===== config.mk =====
export PLATFORM = sky130hd
export DESIGN_NAME = hazard_scoreboard
export DESIGN_NICKNAME = d
export VERILOG_FILES = /design/src/rtl/arm_pkg.sv /design/src/rtl/sb_counter.sv /design/src/rtl/hazard_scoreboard.sv
export SDC_FILE = /design/constraint.sdc
export NUM_CORES = 1
export LEC_CHECK = 0
export ABC_AREA = 1
export BUFFER_PORTS_ARGS = -buffer_cell sky130_fd_sc_hd__buf_2
export CAP_MARGIN = 25
export CORE_MARGIN = 5
export CORE_UTILIZATION = 45
export DETAILED_ROUTE_END_ITERATION = 8
export GPL_ROUTABILITY_DRIVEN = 0
export HOLD_SLACK_MARGIN = 0.05
export PLACE_DENSITY = 0.62
export SETUP_SLACK_MARGIN = 0.5
export SLEW_MARGIN = 10
export SYNTH_ARGS = -nofsm -noshare
export SYNTH_HDL_FRONTEND = slang
export SYNTH_SLANG_ARGS = --single-unit

===== constraint.sdc =====
create_clock -name clk -period 3.7 [get_ports clk]
set_input_delay 0.37 -clock clk [delete_from_list [all_inputs] [get_ports clk]]
set_output_delay 0.37 -clock clk [all_outputs]
set_load 0.05 [all_outputs]

===== src/rtl/arm_pkg.sv =====
// arm_pkg: shared definitions for the ARM-style pipeline blocks.
//   REG_IDX_W - width of an architectural register index
//   NUM_REGS  - number of architectural registers (R0..R15)
//   reg_idx_t - register index type
//   PC_REG    - index of the program counter register
package arm_pkg;

   localparam int unsigned REG_IDX_W = 4;
   localparam int unsigned NUM_REGS  = 16;

   typedef logic [REG_IDX_W-1:0] reg_idx_t;

   localparam reg_idx_t PC_REG = 4'd15;

endpackage


===== src/rtl/sb_counter.sv =====
// sb_counter: saturating up/down pending-write counter for one register.
//   clk  in  clock, rising edge
//   rst  in  asynchronous active-high reset, clears the count
//   inc  in  add one (ignored when saturated)
//   dec  in  subtract one (ignored at zero)
//   cnt  out current count
//   sat  out count is at its maximum value
// inc and dec together leave the count unchanged.
module sb_counter #(
   parameter int unsigned CNT_W = 2
) (
   input  logic             clk,
   input  logic             rst,
   input  logic             inc,
   input  logic             dec,
   output logic [CNT_W-1:0] cnt,
   output logic             sat
);

   localparam logic [CNT_W-1:0] CntMax = '1;

   logic [CNT_W-1:0] cnt_q, cnt_d;

   always_comb begin
      cnt_d = cnt_q;
      unique case ({inc, dec})
         2'b10:   if (cnt_q != CntMax) cnt_d = cnt_q + CNT_W'(1);
         2'b01:   if (cnt_q != '0) cnt_d = cnt_q - CNT_W'(1);
         default: cnt_d = cnt_q;
      endcase
   end

   always_ff @(posedge clk or posedge rst) begin
      if (rst) begin
         cnt_q <= '0;
      end else begin
         cnt_q <= cnt_d;
      end
   end

   assign cnt = cnt_q;
   assign sat = (cnt_q == CntMax);

   // A retire with nothing pending means WB and ID disagree about in-flight writes.
   dec_at_zero_a: assert property (@(posedge clk) disable iff (rst)
      !(dec && !inc && (cnt_q == '0)));

endmodule


===== src/rtl/hazard_scoreboard.sv =====
// hazard_scoreboard: register-write scoreboard producing the ID-stage stall.
//   clk          in   clock, rising edge
//   rst          in   asynchronous active-high reset
//   src1, src2   in   source register indices of the instruction in ID
//   two_src      in   instruction in ID reads src2
//   id_wb_en     in   instruction in ID writes a register
//   id_mem_r_en  in   instruction in ID is a load
//   id_dest      in   destination register of the instruction in ID
//   freeze       in   pipeline frozen, ID does not advance
//   flush        in   instruction in ID is discarded at this edge
//   wb_en        in   WB stage writes the register file this cycle
//   wb_dest      in   register written by WB
//   hazard       out  stall request to IF/ID (combinational)
//   pending      out  bit r set while register r has writes in flight
//   sb_overflow  out  sticky: an issue hit a saturated counter
module hazard_scoreboard
   import arm_pkg::*;
#(
   parameter int unsigned NUM_REGS  = arm_pkg::NUM_REGS,
   parameter int unsigned CNT_W     = 2,
   parameter bit          FWD_EN    = 1'b0,
   parameter bit          WB_BYPASS = 1'b1
) (
   input  logic                clk,
   input  logic                rst,
   input  reg_idx_t            src1,
   input  reg_idx_t            src2,
   input  logic                two_src,
   input  logic                id_wb_en,
   input  logic                id_mem_r_en,
   input  reg_idx_t            id_dest,
   input  logic                freeze,
   input  logic                flush,
   input  logic                wb_en,
   input  reg_idx_t            wb_dest,
   output logic                hazard,
   output logic [NUM_REGS-1:0] pending,
   output logic                sb_overflow
);

   logic                issue;
   logic                retire;
   logic [NUM_REGS-1:0] inc_vec;
   logic [NUM_REGS-1:0] dec_vec;
   logic [NUM_REGS-1:0] sat_vec;
   logic [NUM_REGS-1:0] pend_vec;
   logic [NUM_REGS-1:0] busy;
   logic [CNT_W-1:0]    cnt [NUM_REGS];

   logic [NUM_REGS-1:0] ld_exe_q, ld_exe_d;
   logic                sb_overflow_q, sb_overflow_d;

   // hazard does not depend on issue, so there is no combinational loop here.
   always_comb begin
      if (FWD_EN) begin
         hazard = ld_exe_q[src1] | (two_src & ld_exe_q[src2]);
      end else begin
         hazard = busy[src1] | (two_src & busy[src2]);
      end
   end

   always_comb begin
      issue  = id_wb_en & ~hazard & ~freeze & ~flush;
      retire = wb_en;
   end

   for (genvar r = 0; r < NUM_REGS; r++) begin : g_reg
      assign inc_vec[r]  = issue & (id_dest == reg_idx_t'(r));
      assign dec_vec[r]  = retire & (wb_dest == reg_idx_t'(r));
      assign pend_vec[r] = (cnt[r] != '0);
      // The last in-flight write landing this cycle is visible to the ID read already.
      assign busy[r]     = pend_vec[r] &
                           ~(WB_BYPASS & dec_vec[r] & (cnt[r] == CNT_W'(1)));

      sb_counter #(
         .CNT_W (CNT_W)
      ) u_cnt (
         .clk (clk),
         .rst (rst),
         .inc (inc_vec[r]),
         .dec (dec_vec[r]),
         .cnt (cnt[r]),
         .sat (sat_vec[r])
      );
   end

   // inc_vec is onehot(id_dest) whenever issue is set.
   always_comb begin
      ld_exe_d = '0;
      if (FWD_EN) begin
         if (freeze) begin
            ld_exe_d = ld_exe_q;
         end else if (issue & id_mem_r_en) begin
            ld_exe_d = inc_vec;
         end
      end
   end

   always_comb begin
      sb_overflow_d = sb_overflow_q | (|(inc_vec & ~dec_vec & sat_vec));
   end

   always_ff @(posedge clk or posedge rst) begin
      if (rst) begin
         ld_exe_q      <= '0;
         sb_overflow_q <= 1'b0;
      end else begin
         ld_exe_q      <= ld_exe_d;
         sb_overflow_q <= sb_overflow_d;
      end
   end

   assign pending     = pend_vec;
   assign sb_overflow = sb_overflow_q;

endmodule


==> flow_metrics.py, run 1 <==
metrics = {
    "floorplan": {
        "io_pins": 42,
        "fp.dieH_microns": 98.42,
        "start_util": 0.4577,
        "die_x_microns": 98.42,
        "rows": 32,
        "dieArea_sq_mm": 0.009687,
        "core_sq_mm": 0.007687,
    },
    "synth": {
        "syn-num-nets": 570,
        "synth_cell_type_count": 27,
        "synth_warnings": 0,
        "netlist_area_sq_mm": 0.003518,
        "yosysSeqAreaShare": 0.2347,
        "syn-instance-count": 498,
        "syn_area_per_cell_sq_um": 7.065,
        "ys_ff_latch": 33,
    },
    "worst_setup_path": {
        "crit_type": "flip-flop to flip-flop",
        "crit_chain": "inv_1, ha_1, inv_1, nand3_1, nand3_1, nand3_1, nand3_1, nand3_1, nand3_4, nor2_4, nand3_1, o21ai_1, xor2_1",
        "cpMostUsedCell": "nand3_1",
        "cp-start-kind": "flip-flop",
        "worst_ep_required_time_ps": 3920,
        "slowest_delay_ps": 440,
        "cp.arrival_ps": 2710,
        "end_kind": "flip-flop",
        "crit_path_max_fanout": 16,
        "path_buf_inv": 2,
        "crit_path_start": "g_reg[13].u_cnt.cnt[0]$_DFFE_PP0P_",
        "slowest_stage": "dfrtp_1",
        "path_delay_family": "simple AND/OR/NAND/NOR gates",
        "r2r_start": "g_reg[13].u_cnt.cnt[0]$_DFFE_PP0P_",
    },
    "placement": {
        "pre_cts_ws_ps": 927.3,
        "port_buffers": 40,
        "hpwl_microns": 7044,
    },
    "worst_hold_path": {
        "hold_class": "primary input to async pin",
    },
    "sta": {
        "slew_headroom": 0.5580,
        "fin_crit_sh": 0.6743,
        "setup_tns_ps": 0,
        "final_max_slew_viol_count": 0,
        "worst_slew_pin_slew_ps": 660.6,
        "fmax_mhz": 400.8,
        "skew_ps": 8.285,
        "hold_viol": 0,
        "grt_setup_unrepaired": "false",
        "min_period_ps": 2495,
        "setup_viol": 0,
        "setup_ws_ps": 1205,
    },
    "grt": {
        "grt_pass1_wl_microns": 14920,
        "overflow": 0,
        "first_global_vias": 3188,
        "gr-usage-all-layers": 0.1874,
        "antenna_found_initial": 0,
        "grt_start_max_net_pins": 34,
    },
    "job": {
        "maxCapViolations": 0,
    },
    "cts": {
        "clkTransAtPathRegs_ps": 80,
        "cts_buffers": 5,
        "cts_setup_buffers": 0,
        "cts_max_path_buffers": 2,
        "post_cts_resized": 0,
        "cts_hold_buf": 0,
        "ctsRootBufferMaster": "clkbuf_8",
        "htreeDepth": 2,
        "cts_tree": "yes",
        "clkLatencyLatePin_ps": 300,
        "clock_sinks": 33,
    },
    "power": {
        "leakage_nw": 1.982,
        "p_per_area_mw_per_mm2": 647.6,
        "pwr-share-clk": 0.125,
        "switching_power_mw": 1.332,
        "p_int_mw": 1.204,
        "p_seq_frac": 0.272,
        "sw_frac_of_total": 0.5253,
        "combPwrFrac": 0.602,
        "ir_drop_mv": 0.3651,
    },
    "run_status": {
        "outcome": "completed",
    },
    "final_layout": {
        "area_growth_pct": 11.34,
        "antenna_cells": 0,
        "nets": 613,
        "finish.utilization": 0.5096,
        "drive_gt1_frac": 0.1476,
    },
    "detailed_routing": {
        "vias_per_cell": 4.998,
        "vias": 3219,
        "drc": 0,
        "wire_per_inst_microns": 13.41,
        "first_pass_iters": 4,
        "antenna_left": 0,
        "wirelength_microns": 8634,
        "drtIter0Drc": 203,
    },
}
power by group through the flow:
stage / clock (mW) / combinational [mW] / sequential, mW
global placement: 0 / 1.50 / 0.687
floorplan: 0 / 1.22 / 0.658
detailed placement: 0 / 1.54 / 0.699
global route: 0.338 / 1.72 / 0.717
finish: 0.318 / 1.53 / 0.691
CTS: 0.326 / 1.55 / 0.694
synthesized netlist by cell type:
cell,instances,share of area
a21oi_1,1,0.0014
buf_4,1,0.0021
buf_6,2,0.0064
clkbuf_1,2,0.0021
clkinv_1,1,0.0011
dfrtp_1,33,0.23
ha_1,48,0.17
inv_1,100,0.11
inv_2,1,0.0011
nand2_1,97,0.10
nand2_2,1,0.0018
nand3_1,78,0.11
nand3_2,2,0.0057
nand3_4,1,0.0050
nand3b_1,10,0.021
nand4_1,14,0.025
nor2_1,25,0.027
nor2_2,9,0.016
nor2_4,3,0.0096
nor3_1,2,0.0028
nor3_2,1,0.0028
nor3b_1,1,0.0021
o21ai_0,14,0.020
o21ai_1,6,0.0085
o21ai_2,13,0.032
xnor2_1,9,0.022
xor2_1,23,0.057
registers in the layout, summed over array words and instances, names as in the netlist:
| name | count |
|---|---|
| sb_overflow | 1 |
| g.u_cnt.cnt | 32 |
per-layer routing:
layer,up-vias,share of wire,global-route usage
li1,1653,-,-
met1,1477,0.47,0.2523
met2,80,0.46,0.3110
met3,9,0.055,0.03539
met4,0,0.014,0.04622
met5,-,0,0
final cells by class:
class,count,area [sq um]
Sequential cell,33,825.8
Fill cell,801,3770
Multi-Input combinational cell,358,2272
Clock inverter,1,5.005
Timing Repair Buffer,41,207.7
Clock buffer,7,96.34
Tap cell,102,127.6
Inverter,102,382.9
through the flow:
| stage | hold WS (ps) | power, mW | instance area (sq um) | instances |
|---|---|---|---|---|
| floorplan | 483.0 | 1.882 | 3518 | 498 |
| global placement | 488.2 | 2.188 | 3816 | 636 |
| detailed placement | 490.1 | 2.234 | 3816 | 636 |
| CTS | 171.7 | 2.566 | 3918 | 644 |
| global route | 217.7 | 2.772 | 3918 | 644 |
| finish | 156.3 | 2.537 | 3918 | 644 |
layout by cell type (no fill, tap or decap), types with 9 or more instances in the layout:
master / netlist / routed
inv_1: 100 / 100
nand2_1: 97 / 97
nand3_1: 78 / 78
ha_1: 48 / 48
buf_2: 0 / 40
dfrtp_1: 33 / 33
nor2_1: 25 / 25
xor2_1: 23 / 23
nand4_1: 14 / 14
o21ai_0: 14 / 14
o21ai_2: 13 / 13
nand3b_1: 10 / 10
nor2_2: 9 / 9
xnor2_1: 9 / 9
worst register-to-register path, cell delays in order (launching register included):
cell	delay, ps
dfrtp_1	440
inv_1	80
ha_1	190
inv_1	90
nand3_1	110
nand3_1	70
nand3_1	70
nand3_1	70
nand3_1	150
nand3_4	270
nor2_4	330
nand3_1	110
o21ai_1	250
xor2_1	180
kinds of logic (layout without fill, tap and decap cells):
family	after synthesis	after routing	synth area share
AND/OR/NAND/NOR	244	244	0.3332
buffers and inverters	107	151	0.1195
adder cells (fa/ha/maj)	48	48	0.1707
AO/OA/AOI/OAI	34	34	0.06223
flip-flops	33	33	0.2347
XOR/XNOR	32	32	0.07966
worst paths after layout:
kind | to | slack, ps | cells after the start
min in group clk | g_reg[8].u_cnt.cnt[0]$_DFFE_PP0P_ | 530 | 1
worst min-delay path | g_reg[10].u_cnt.cnt[1]$_DFFE_PP0P_ | 160 | 3
max in group asynchronous | g_reg[12].u_cnt.cnt[1]$_DFFE_PP0P_ | 3240 | 3
worst max register to register | g_reg[2].u_cnt.cnt[0]$_DFFE_PP0P_ | 1210 | 13
worst min register to register | g_reg[8].u_cnt.cnt[0]$_DFFE_PP0P_ | 530 | 1
worst max-delay path | g_reg[2].u_cnt.cnt[0]$_DFFE_PP0P_ | 1210 | 13
Power figures use the tool's default switching activity.
==> inputs of run 2 (changes only) <==
clock period = 2.35 ns   (was 3.7 ns; I/O delays follow)
==> flow_metrics.py, run 2 (synthesis results as in run 1) <==
metrics = {
    "worst_setup_path": {
        "cp-start-kind": "flip-flop",
        "crit_chain": "inv_2, ha_4, clkinvlp_4, nand3_2, nand3_1, nand3_1, nand3_2, nand3_4, nand3_4, nor2_4, clkbuf_16, nand2_2, nand2_2, xor2_1, nand2_1, o21ai_2",
        "cp.arrival_ps": 2590,
        "crit_type": "flip-flop to flip-flop",
        "r2r_start": "g_reg[12].u_cnt.cnt[1]$_DFFE_PP0P_",
        "end_kind": "flip-flop",
        "worst_ep_required_time_ps": 2560,
        "regToRegEndpoint": "g_reg[0].u_cnt.cnt[1]$_DFFE_PP0P_",
        "r2r_slack_ps": -30,
        "crit_path_max_fanout": 6,
        "slowest_stage": "dfrtp_1",
        "slowest_delay_ps": 400,
        "r2r_cells": 16,
    },
    "final_layout": {
        "largest_register_ffs": 32,
        "drive_gt1_frac": 0.4077,
        "nets": 695,
        "antenna_cells": 0,
        "fillers": 680,
        "final_cells": 725,
        "stdcell_area_sq_mm": 0.005085,
        "final_common_cell": "inv_1",
        "mostFrequentLayoutCells": "inv_1, nand2_1, buf_4",
        "area_growth_pct": 44.52,
    },
    "job": {
        "maxCapViolations": 0,
    },
    "cts": {
        "cts_max_path_buffers": 2,
        "htreeDepth": 2,
        "cts_buffers": 5,
        "ctsRootBufferMaster": "clkbuf_8",
        "cts_tree": "yes",
        "clkLatencyLatePin_ps": 290,
        "clkTransAtPathRegs_ps": 70,
        "clock_sinks": 33,
    },
    "placement": {
        "hpwl_microns": 7371,
        "dpl-instance-area_sq_mm": 0.004218,
        "dp_cells": 678,
        "port_buffers": 40,
    },
    "power": {
        "leakage_nw": 2.470,
        "ir_drop_mv": 0.7228,
        "p_per_area_mw_per_mm2": 984.7,
    },
    "floorplan": {
        "dieArea_sq_mm": 0.009687,
        "io_pins": 42,
        "die_x_microns": 98.42,
        "rows": 32,
        "fp.dieH_microns": 98.42,
        "core_sq_mm": 0.007687,
        "start_util": 0.4577,
    },
    "detailed_routing": {
        "drtIter0Drc": 220,
        "wire_per_inst_microns": 14.12,
        "first_pass_iters": 6,
        "wirelength_microns": 10240,
        "vias": 3644,
        "vias_per_cell": 5.026,
        "drc": 0,
        "antenna_left": 0,
    },
    "worst_hold_path": {
        "hold_end": "g_reg[0].u_cnt.cnt[0]$_DFFE_PP0P_",
        "worstHoldStart": "g_reg[0].u_cnt.cnt[0]$_DFFE_PP0P_",
        "hold_class": "flip-flop to flip-flop",
        "whs_path_depth": 1,
    },
    "grt": {
        "grt_start_max_net_pins": 34,
        "overflow": 0,
        "grt_pass1_wl_microns": 15970,
        "first_global_vias": 3422,
        "gr-usage-all-layers": 0.2013,
        "antenna_found_initial": 0,
    },
    "sta": {
        "grt_setup_unrepaired": "true",
        "fin_crit_sh": 1.013,
        "min_period_ps": 2380,
        "slew_headroom": 0.3979,
        "setup_viol": 7,
        "worst_slew_pin_slew_ps": 901.2,
        "setup_ws_ps": -29.58,
        "skew_ps": 6.581,
        "final_max_slew_viol_count": 0,
        "hold_viol": 0,
        "fmax_mhz": 420.2,
    },
    "run_status": {
        "outcome": "complete, but fails checks",
        "violations": "setup timing",
    },
}
[run 2: power breakdown]
part / switching, mW / internal, mW / total [mW] / leakage, nW
Clock: 0.222 / 0.233 / 0.455 / 0.0443
Sequential: 0.237 / 0.835 / 1.07 / 0.396
Combinational: 2.01 / 1.47 / 3.48 / 2.03
[run 2: repair_timing]
action	CTS	global route
hold buffers	1	0
gates cloned	1	1
setup buffers	14	23
resized for setup	33	96
pin swaps	10	55
setup endpoints to repair	34	34
endpoints found under the hold margin	33	0
[run 2: area by class of cell]
type                            instances  area, sq um  area share
Clock buffer                            7        86.33     0.01698
Inverter                              102        397.9     0.07825
Multi-Input combinational cell        359         2746      0.5401
Sequential cell                        33        828.3      0.1629
Tap cell                              102        127.6     0.02510
Timing Repair Buffer                  122        898.4      0.1767
[run 2: critical path: cells and delay by family, from the launching register on]
| kind | cells | cell delay (ps) |
|---|---|---|
| flip-flops | 1 | 400 |
| XOR/XNOR | 1 | 140 |
| adder cells (fa/ha/maj) | 1 | 180 |
| AO/OA/AOI/OAI | 1 | 60 |
| AND/OR/NAND/NOR | 10 | 1070 |
| buffers and inverters | 3 | 430 |
[run 2: how the worst max path moves through the flow]
| stage | cells after the start | end | start | slack (ps) |
|---|---|---|---|---|
| after floorplan | 17 | g_reg[15].u_cnt.cnt[0]$_DFFE_PP0P_ | g_reg[12].u_cnt.cnt[0]$_DFFE_PP0P_ | 80 |
| after global placement | 16 | g_reg[12].u_cnt.cnt[0]$_DFFE_PP0P_ | wb_dest[1] | -4 |
| after global routing | 18 | g_reg[0].u_cnt.cnt[1]$_DFFE_PP0P_ | g_reg[10].u_cnt.cnt[1]$_DFFE_PP0P_ | -210 |
| final | 16 | g_reg[0].u_cnt.cnt[1]$_DFFE_PP0P_ | g_reg[12].u_cnt.cnt[1]$_DFFE_PP0P_ | -30 |
| after detailed placement | 15 | g_reg[12].u_cnt.cnt[0]$_DFFE_PP0P_ | wb_en | -70 |
| after CTS | 18 | g_reg[0].u_cnt.cnt[1]$_DFFE_PP0P_ | g_reg[12].u_cnt.cnt[1]$_DFFE_PP0P_ | 70 |
[run 2: layer usage]
| layer | part of all wire | GRT usage | vias to the layer above | wire length, microns |
|---|---|---|---|---|
| met5 | 0 | 0 | - | 0 |
| met4 | 0.022 | 0.05357 | 0 | 228 |
| met3 | 0.048 | 0.03114 | 16 | 490 |
| met2 | 0.50 | 0.3495 | 82 | 5118 |
| met1 | 0.43 | 0.2605 | 1721 | 4401 |
| li1 | - | - | 1825 | - |
[run 2: per-stage QoR]
step | setup slack (ps) | hold WS [ps] | util | TNS [ps] | power (mW)
6_report | -29.58 | 535.9 | 0.6615 | -110.8 | 5.007
4_1_cts | 74.03 | 495.9 | 0.5903 | 0 | 4.481
3_3_place_gp | -4.149 | 351.9 | 0.5487 | -4.149 | 3.658
5_1_grt | -209.9 | 556.6 | 0.6615 | -4416 | 5.404
2_1_floorplan | 78.19 | 363.9 | - | 0 | 3.038
3_5_place_dp | -67.67 | 355.8 | 0.5487 | -446.3 | 3.744
